File: config.mk
export PLATFORM = sky130hd
export DESIGN_NAME = sram_id_lookup_ctrl
export DESIGN_NICKNAME = d
export VERILOG_FILES = /design/src/rtl/sram_id_lookup_ctrl.sv
export SDC_FILE = /design/constraint.sdc
export NUM_CORES = 1
export LEC_CHECK = 0
export ABC_AREA = 1
export BUFFER_PORTS_ARGS = -buffer_cell sky130_fd_sc_hd__clkbuf_2
export CAP_MARGIN = 10
export CORE_AREA = 2 2 239 241
export CTS_CLUSTER_DIAMETER = 80
export CTS_CLUSTER_SIZE = 8
export DETAILED_ROUTE_END_ITERATION = 6
export DIE_AREA = 0 0 241 243
export HOLD_SLACK_MARGIN = 0.06
export SETUP_SLACK_MARGIN = 0.2
export SKIP_CTS_REPAIR_TIMING = 1
export SLEW_MARGIN = 30
export SYNTH_ARGS = -nofsm -noshare
export SYNTH_HDL_FRONTEND = slang
export SYNTH_SLANG_ARGS = --single-unit
File: constraint.sdc
create_clock -name clk -period 5.4 [get_ports clk]
set_input_delay 1.35 -clock clk [delete_from_list [all_inputs] [get_ports clk]]
set_output_delay 1.35 -clock clk [all_outputs]
set_load 0.03 [all_outputs]
File: src/rtl/sram_id_lookup_ctrl.sv
// Single-transaction ID lookup/insert sequencer over one SRAM row and the 14-way ID comparator.
// Optional statistics counters are built when SRAM_ID_LOOKUP_STATS_EN is defined.
module sram_id_lookup_ctrl #(
  parameter int NUM_SLOTS  = 14,
  parameter int ID_W       = 16,
  parameter int ADDR_W     = 19,
  parameter int RD_TIMEOUT = 64
) (
  input  logic                      clk,
  input  logic                      reset,
  input  logic                      req_valid,
  output logic                      req_ready,
  input  logic [ID_W-1:0]           req_id,
  input  logic [ADDR_W-1:0]         req_addr,
  input  logic                      req_insert,
  output logic                      sram_rd_en,
  output logic [ADDR_W-1:0]         sram_rd_addr,
  input  logic                      sram_rd_valid,
  input  logic [NUM_SLOTS*ID_W-1:0] sram_rd_data,
  output logic                      sram_wr_en,
  output logic [ADDR_W-1:0]         sram_wr_addr,
  output logic [3:0]                sram_wr_slot,
  output logic [ID_W-1:0]           sram_wr_data,
  output logic [NUM_SLOTS-1:0]      cmp_ena,
  output logic [NUM_SLOTS*ID_W-1:0] cmp_id_data,
  output logic [ID_W-1:0]           cmp_packet_id,
  input  logic [2*NUM_SLOTS-1:0]    cmp_result,
`ifdef SRAM_ID_LOOKUP_STATS_EN
  input  logic                      stat_clear,
  output logic [31:0]               stat_hits,
  output logic [31:0]               stat_inserts,
  output logic [31:0]               stat_full,
  output logic [31:0]               stat_timeouts,
`endif
  output logic                      resp_valid,
  input  logic                      resp_ready,
  output logic [2:0]                resp_status,
  output logic [3:0]                resp_slot
);

  localparam int CNT_W = (RD_TIMEOUT > 2) ? $clog2(RD_TIMEOUT) : 1;

  localparam logic [2:0] ST_HIT       = 3'd0;
  localparam logic [2:0] ST_INSERTED  = 3'd1;
  localparam logic [2:0] ST_MISS_FREE = 3'd2;
  localparam logic [2:0] ST_FULL      = 3'd3;
  localparam logic [2:0] ST_TIMEOUT   = 3'd4;
  localparam logic [2:0] ST_BAD_ID    = 3'd5;

  typedef enum logic [2:0] {
    S_IDLE, S_RD, S_WAIT_RD, S_CMP, S_RESOLVE, S_WR, S_RESP
  } state_t;

  state_t                      state_q, state_d;
  logic [ID_W-1:0]             id_q, id_d;
  logic [ADDR_W-1:0]           addr_q, addr_d;
  logic                        insert_q, insert_d;
  logic [NUM_SLOTS*ID_W-1:0]   row_q, row_d;
  logic [CNT_W-1:0]            cnt_q, cnt_d;
  logic [2:0]                  status_q, status_d;
  logic [3:0]                  slot_q, slot_d;

  logic                        hit_found, free_found;
  logic [3:0]                  hit_idx, free_idx;

  // Descending scan so the lowest matching slot is the one that sticks; code 3 decodes as nothing.
  always_comb begin
    hit_found  = 1'b0;
    hit_idx    = '0;
    free_found = 1'b0;
    free_idx   = '0;
    for (int k = NUM_SLOTS - 1; k >= 0; k--) begin
      if (cmp_result[2*k +: 2] == 2'd1) begin
        hit_found = 1'b1;
        hit_idx   = 4'(k);
      end
      if (cmp_result[2*k +: 2] == 2'd2) begin
        free_found = 1'b1;
        free_idx   = 4'(k);
      end
    end
  end

  always_ff @(posedge clk or negedge reset) begin
    if (!reset) begin
      state_q  <= S_IDLE;
      id_q     <= '0;
      addr_q   <= '0;
      insert_q <= 1'b0;
      row_q    <= '0;
      cnt_q    <= '0;
      status_q <= '0;
      slot_q   <= '0;
    end else begin
      state_q  <= state_d;
      id_q     <= id_d;
      addr_q   <= addr_d;
      insert_q <= insert_d;
      row_q    <= row_d;
      cnt_q    <= cnt_d;
      status_q <= status_d;
      slot_q   <= slot_d;
    end
  end

  always_comb begin
    state_d  = state_q;
    id_d     = id_q;
    addr_d   = addr_q;
    insert_d = insert_q;
    row_d    = row_q;
    cnt_d    = cnt_q;
    status_d = status_q;
    slot_d   = slot_q;
    unique case (state_q)
      S_IDLE: begin
        if (req_valid) begin
          id_d     = req_id;
          addr_d   = req_addr;
          insert_d = req_insert;
          if (req_id == '0) begin
            status_d = ST_BAD_ID;
            slot_d   = '0;
            state_d  = S_RESP;
          end else begin
            state_d = S_RD;
          end
        end
      end
      S_RD: begin
        cnt_d   = '0;
        state_d = S_WAIT_RD;
      end
      S_WAIT_RD: begin
        if (sram_rd_valid) begin
          row_d   = sram_rd_data;
          state_d = S_CMP;
        end else if (cnt_q == CNT_W'(RD_TIMEOUT - 1)) begin
          status_d = ST_TIMEOUT;
          slot_d   = '0;
          state_d  = S_RESP;
        end else begin
          cnt_d = cnt_q + 1'b1;
        end
      end
      S_CMP: begin
        state_d = S_RESOLVE;
      end
      S_RESOLVE: begin
        // A match always beats an empty slot.
        if (hit_found) begin
          status_d = ST_HIT;
          slot_d   = hit_idx;
          state_d  = S_RESP;
        end else if (free_found) begin
          slot_d = free_idx;
          if (insert_q) begin
            status_d = ST_INSERTED;
            state_d  = S_WR;
          end else begin
            status_d = ST_MISS_FREE;
            state_d  = S_RESP;
          end
        end else begin
          status_d = ST_FULL;
          slot_d   = '0;
          state_d  = S_RESP;
        end
      end
      S_WR: begin
        state_d = S_RESP;
      end
      S_RESP: begin
        if (resp_ready) state_d = S_IDLE;
      end
      default: state_d = S_IDLE;
    endcase
  end

  assign req_ready     = (state_q == S_IDLE);
  assign sram_rd_en    = (state_q == S_RD);
  assign sram_rd_addr  = addr_q;
  assign sram_wr_en    = (state_q == S_WR);
  assign sram_wr_addr  = addr_q;
  assign sram_wr_slot  = slot_q;
  assign sram_wr_data  = id_q;
  assign cmp_ena       = (state_q == S_CMP) ? '1 : '0;
  assign cmp_id_data   = row_q;
  assign cmp_packet_id = id_q;
  assign resp_valid    = (state_q == S_RESP);
  assign resp_status   = status_q;
  assign resp_slot     = slot_q;

`ifdef SRAM_ID_LOOKUP_STATS_EN
  function automatic logic [31:0] sat_inc(input logic [31:0] v);
    return (v == 32'hFFFF_FFFF) ? v : v + 32'd1;
  endfunction

  logic        xfer;
  logic [31:0] hits_q, inserts_q, full_q, timeouts_q;

  assign xfer = (state_q == S_RESP) && resp_ready;

  // Clear takes priority over a same-cycle response transfer.
  always_ff @(posedge clk or negedge reset) begin
    if (!reset) begin
      hits_q     <= '0;
      inserts_q  <= '0;
      full_q     <= '0;
      timeouts_q <= '0;
    end else if (stat_clear) begin
      hits_q     <= '0;
      inserts_q  <= '0;
      full_q     <= '0;
      timeouts_q <= '0;
    end else if (xfer) begin
      if (status_q == ST_HIT)      hits_q     <= sat_inc(hits_q);
      if (status_q == ST_INSERTED) inserts_q  <= sat_inc(inserts_q);
      if (status_q == ST_FULL)     full_q     <= sat_inc(full_q);
      if (status_q == ST_TIMEOUT)  timeouts_q <= sat_inc(timeouts_q);
    end
  end

  assign stat_hits     = hits_q;
  assign stat_inserts  = inserts_q;
  assign stat_full     = full_q;
  assign stat_timeouts = timeouts_q;
`endif

endmodule

==> flow_metrics.env, run 1 <==
export IMPL_rsz0062_at_grt="false"
export IMPL_area_delta_synth_final_pct=39.1
export IMPL_rows=87
export IMPL_vias=10200
export IMPL_crit_path_end_kind="output pin"
export IMPL_fin_nets=2156
export IMPL_synth_fa_ha_area_share_pct=0.108
export IMPL_synth_area_leaders="dfrtp_1 59%, nand2_1 24%, buf_4 4.0%"
export IMPL_portBuffers=615
export IMPL_pin_count=616
export IMPL_vdd_ir_drop_max_v=0.000334
export IMPL_synthTopCellsByCount="753 x nand2_1, 276 x dfrtp_1, 62 x buf_4, 33 x inv_1, 28 x mux2_4"
export IMPL_htreeDepth=2
export IMPL_syn_num_nets=1595
export IMPL_clock_sinks=276
export IMPL_globalRouteOverflowTotal=0
export IMPL_die_y_um=243
export IMPL_max_cap_viol_count=0
export IMPL_max_slew_margin_pct=36.5
export IMPL_placed_area_um2=15100
export IMPL_cts_max_path_buffers=3
export IMPL_status="completed"
export IMPL_yosysTopAreaCellShare_pct=59.5
export IMPL_first_iter_violations=370
export IMPL_synth_top_flop_cell="dfrtp_1"
export IMPL_seq_area_frac_synth_pct=59.5
export IMPL_dr_pass1_iters=4
export IMPL_syn_area_um2=11600
export IMPL_synth_most_common_cell="nand2_1"
export IMPL_dpl_hpwl_um=27300
export IMPL_hold_path_class="flip-flop to flip-flop"
export IMPL_post_route_period_util_pct=58.3
export IMPL_clkTransAtPathRegs_ns=0.05
export IMPL_routed_wl_um=37100
export IMPL_stdcell_area_um2=16200
export IMPL_slew_viol_final=0
export IMPL_yosys_area_share_simple_pct=27.5
export IMPL_synth_warnings=0
export IMPL_synth_compound_area_share_pct=1.60
export IMPL_grt_pass1_vias=10000
export IMPL_post_synth_top_area_cell="dfrtp_1"
export IMPL_grt_use_total_pct=12.2
export IMPL_synth_top_family_by_area="simple AND/OR/NAND/NOR gates"
export IMPL_startpoint_type="flip-flop"
export IMPL_ant_nets=0
export IMPL_pwr_density_cell_nw_per_um2=698
export IMPL_setup_viol=0
export IMPL_skew_ns=0.0103
export IMPL_power_leakage_nw=9.41
export IMPL_utilization_pct=28.9
export IMPL_synth_edf_count=0
export IMPL_grt_pass1_wl_um=56100
export IMPL_viasPerCell=3.88
export IMPL_min_period_ns=3.15
export IMPL_drive_above_1_share_pct=39.3
export IMPL_tns_ns=0
export IMPL_antenna_found_initial=3
export IMPL_drcViolationCount=0
export IMPL_core_um2=56000
export IMPL_syn_avg_cell_area_um2=8.93
export IMPL_clk_latency_ns=0.54
export IMPL_worstPathRequired_ns=4.05
export IMPL_grt_max_degree=157
export IMPL_die_w_um=241
export IMPL_cp_arrival_ns=1.80
export IMPL_cts_buffers=40
export IMPL_start_util_pct=20.8
export IMPL_synth_area_mux_share_pct=4.30
export IMPL_worstMarginPinSlew_ns=0.952
export IMPL_synth_xor_area_share_pct=0
export IMPL_cts_tree="built"
export IMPL_critical_path_max_fanout=14
export IMPL_critPathKind="flip-flop to output pin"
export IMPL_max_freq_mhz=317
export IMPL_synthCells=1301
export IMPL_synth_cell_types=34
export IMPL_final_hold_viol_count=0
export IMPL_avgRoutedWirePerCell_um=14.2
export IMPL_routabilityCongestion=0.809
export IMPL_ys_ff_latch=276
export IMPL_async_reset_ff_share_pct=100
export IMPL_die_area_um2=58600
export IMPL_ctsRootBufferMaster="clkbuf_16"
## final cells by class
type / count / area (um^2)
tap: 756 / 946
sequential: 276 / 6910
clock inverter: 4 / 75.1
multi-input combinational: 883 / 3890
inverter: 39 / 151
timing repair buffer: 622 / 3190
antenna: 1 / 2.50
clock buffer: 40 / 1000
fill: 6131 / 39800
## worst max-delay path: stages (launching register included)
cell,delay [ns]
dfrtp_1,0.46
inv_2,0.08
nor3_1,0.23
buf_4,0.25
clkbuf_2,0.23
## flip-flops by register name, indices dropped and copies added, names as in the netlist
register,flops
sram_rd_addr,19
resp_status,3
state_q,3
insert_q,1
cmp_packet_id,16
resp_slot,4
cnt_q,6
cmp_id_data,224
## logic make-up (layout without fill, tap and decap cells)
kind of cell,after synthesis,in the layout
compound gates,30,30
simple gates,817,817
flops,276,276
mux,35,35
fa+ha+maj,1,1
other cells,0,1
buf+inv,142,705
## stage by stage
step	power (mW)	hold WS, ns	setup slack (ns)	std cells
5_1_grt	12.0	0.484	2.15	2620
4_1_cts	11.5	0.470	2.22	2620
2_1_floorplan	7.55	0.496	1.82	1301
3_5_place_dp	9.13	0.457	2.28	2576
6_report	11.3	0.467	2.25	2621
3_3_place_gp	9.07	0.453	2.34	2576
## power by group
part / internal [mW] / switching, mW / total, mW
Combinational: 1.49 / 3.92 / 5.41
Sequential: 3.04 / 0.583 / 3.62
Clock: 1.36 / 0.893 / 2.25
Total: 5.89 / 5.39 / 11.3
## routing by layer
layer / GRT usage (%) / share of wire (%)
met5: 0 / 0.083
met4: 3.96 / 2.5
met3: 3.82 / 8.0
met2: 20.9 / 49
met1: 14.5 / 41
## worst paths after layout
kind                                  start                to  slack, ns  depth (start not counted)
max in group asynchronous             reset  cmp_id_data[143]       3.53                          2
setup reg to reg                 state_q[2]  cmp_id_data[199]       3.25                          6
hold / removal             cmp_id_data[168]  cmp_id_data[168]       0.47                          2
setup / recovery                 state_q[0]        cmp_ena[8]       2.25                          4
min in group asynchronous             reset   cmp_id_data[31]       0.80                          1
hold reg to reg            cmp_id_data[168]  cmp_id_data[168]       0.47                          2
## cell usage in the layout (no fill, tap or decap), drive strengths merged, types with 6 or more instances in the layout
master / count
a21oi: 9
inv: 41
buf: 8
nor2: 29
or2: 13
mux2: 35
nand3: 6
clkbuf: 654
dfrtp: 276
nand2: 759
o21ai: 9
No activity file was read; power rests on OpenSTA's default activity.
==> inputs of run 2 (changes only) <==
==> constraint.sdc (replaced) <==
create_clock -name clk -period 2.7 [get_ports clk]
set_input_delay 0.675 -clock clk [delete_from_list [all_inputs] [get_ports clk]]
set_output_delay 0.675 -clock clk [all_outputs]
set_load 0.03 [all_outputs]
==> run 2 against run 1 <==
Net effect: hold slack got worse by 0.37 ns; flip-flop and latch count is the same; sequential share of layout area fell by 0.44 points; total power up 100%; clock power increased by 100%; die area stayed put; count of clock-buffer cells in the layout up 3; cell count grew 0.65%; routed wire length shrank 0.84%; critical path type unchanged; clock skew about the same; first-iteration DRC count down 8.4%.
==> flow_metrics.env, run 2 (same netlist as run 1, synthesis figures left out) <==
export IMPL_status="completed"
export IMPL_critPathKind="flip-flop to output pin"
export IMPL_final_hold_viol_count=0
export IMPL_timing_rr_end="cmp_id_data[159]"
export IMPL_r2r_setup_slack_ns=0.87
export IMPL_rows=87
export IMPL_cts_buffers=41
export IMPL_final_cell_mix="753 x nand2_1, 610 x clkbuf_2, 274 x dfrtp_1"
export IMPL_core_um2=56000
export IMPL_diodes=0
export IMPL_grt_use_total_pct=12.1
export IMPL_die_y_um=243
export IMPL_pin_count=616
export IMPL_max_freq_mhz=419
export IMPL_critical_path_max_fanout=14
export IMPL_largest_reg_flops=224
export IMPL_min_period_ns=2.39
export IMPL_cp_arrival_ns=1.71
export IMPL_grt_max_degree=165
export IMPL_vdd_ir_drop_max_v=0.000700
export IMPL_post_place_cells=2590
export IMPL_setup_viol=0
export IMPL_die_w_um=241
export IMPL_drcViolationCount=0
export IMPL_grt_pass1_vias=10000
export IMPL_routabilityCongestion=0.820
export IMPL_globalRouteOverflowTotal=0
export IMPL_viasPerCell=3.87
export IMPL_crit_buf_inv=3
export IMPL_crit_slowest_cell="dfrtp_1"
export IMPL_antenna_found_initial=2
export IMPL_slew_viol_final=0
export IMPL_max_slew_margin_pct=43.7
export IMPL_dpl_hpwl_um=27700
export IMPL_worstMarginPinSlew_ns=0.845
export IMPL_crit_path_end_kind="output pin"
export IMPL_ant_nets=0
export IMPL_rr_worst_depth=7
export IMPL_instances_no_fill=2638
export IMPL_cts_max_path_buffers=3
export IMPL_first_iter_violations=339
export IMPL_startpoint_type="flip-flop"
export IMPL_portBuffers=615
export IMPL_routed_wl_um=36800
export IMPL_rsz0062_at_grt="false"
export IMPL_clock_sinks=276
export IMPL_fin_nets=2171
export IMPL_max_cap_viol_count=0
export IMPL_grt_pass1_wl_um=55400
export IMPL_post_route_period_util_pct=88.4
export IMPL_drive_above_1_share_pct=40.0
export IMPL_crit_path_max_incr_delay_ns=0.45
export IMPL_tns_ns=0
export IMPL_avgRoutedWirePerCell_um=14.0
export IMPL_placed_area_um2=15200
export IMPL_skew_ns=0.00997
export IMPL_area_delta_synth_final_pct=40.6
export IMPL_pwr_density_cell_nw_per_um2=1390
export IMPL_ctsRootBufferMaster="clkbuf_16"
export IMPL_cts_tree="built"
export IMPL_stdcell_area_um2=16300
export IMPL_final_common_cell="nand2_1"
export IMPL_hold_path_class="primary input to asynchronous set/reset pin"
export IMPL_power_leakage_nw=9.50
export IMPL_dr_pass1_iters=4
export IMPL_clk_latency_ns=0.54
export IMPL_path_depth=4
export IMPL_r2r_start="state_q[0]"
export IMPL_start_util_pct=20.8
export IMPL_htreeDepth=2
export IMPL_vias=10200
export IMPL_worstPathRequired_ns=2.03
export IMPL_fin_hold_ws_ns=0.102
export IMPL_crit_family="buffers and inverters"
export IMPL_clkTransAtPathRegs_ns=0.05
export IMPL_die_area_um2=58600
export IMPL_cp_cell_sequence="inv_2, nor3_2, buf_6, clkbuf_2"
==> run 2: changes by cell type in the layout (fill, tap and decap cells not counted), sizes merged <==
| cell | delta |
|---|---|
| diode | -1 |
| bufinv | -1 |
| buf | +18 |
| clkinv | +3 |
| inv | -1 |
| clkbuf | -1 |
==> run 2: worst reg2reg max path, delay by kind of cell, from the launching register on <==
kind / cells / cell delay (ns)
and+or+nand+nor: 5 / 0.99
DFF: 1 / 0.44
buffers and inverters: 2 / 0.30
==> run 2: worst max-delay path by stage <==
stage,start,end
3_5_place_dp,req_id[1],resp_slot[1]
5_1_grt,state_q[0],cmp_ena[10]
4_1_cts,state_q[1],cmp_ena[5]
3_3_place_gp,req_id[1],resp_slot[1]
2_1_floorplan,state_q[2],cmp_ena[10]
6_report,state_q[0],cmp_ena[11]
==> run 2: layout make-up <==
| cell class | count | area, um^2 |
|---|---|---|
| clock buffer | 43 | 1040 |
| clock inverter | 5 | 55.1 |
| fill | 6103 | 39600 |
| inverter | 39 | 151 |
| multi-input combinational | 883 | 3890 |
| sequential | 276 | 6910 |
| tap | 756 | 946 |
| timing repair buffer | 636 | 3340 |
==> run 2: stage by stage <==
stage | power, mW | worst slack [ns] | utilization, %
after floorplan | 15.1 | 0.390 | -
after global placement | 18.2 | 0.306 | 27.2
after detailed placement | 18.3 | 0.341 | 27.2
after CTS | 23.0 | 0.191 | 29.2
after global routing | 24.2 | 0.210 | 29.2
final | 22.6 | 0.314 | 29.2
==> run 2: metal layers <==
| metal | track usage (%) | up-vias | wire [um] |
|---|---|---|---|
| li1 | - | 5069 | - |
| met1 | 14.3 | 4644 | 15100 |
| met2 | 20.1 | 416 | 17200 |
| met3 | 3.84 | 68 | 3100 |
| met4 | 5.19 | 4 | 1350 |
| met5 | 0 | - | 20 |
==> run 2: power breakdown <==
| group | internal (mW) | switching (mW) | total, mW |
|---|---|---|---|
| sequential | 6.08 | 1.17 | 7.24 |
| clock | 2.72 | 1.80 | 4.51 |
| combinational | 3.04 | 7.85 | 10.9 |
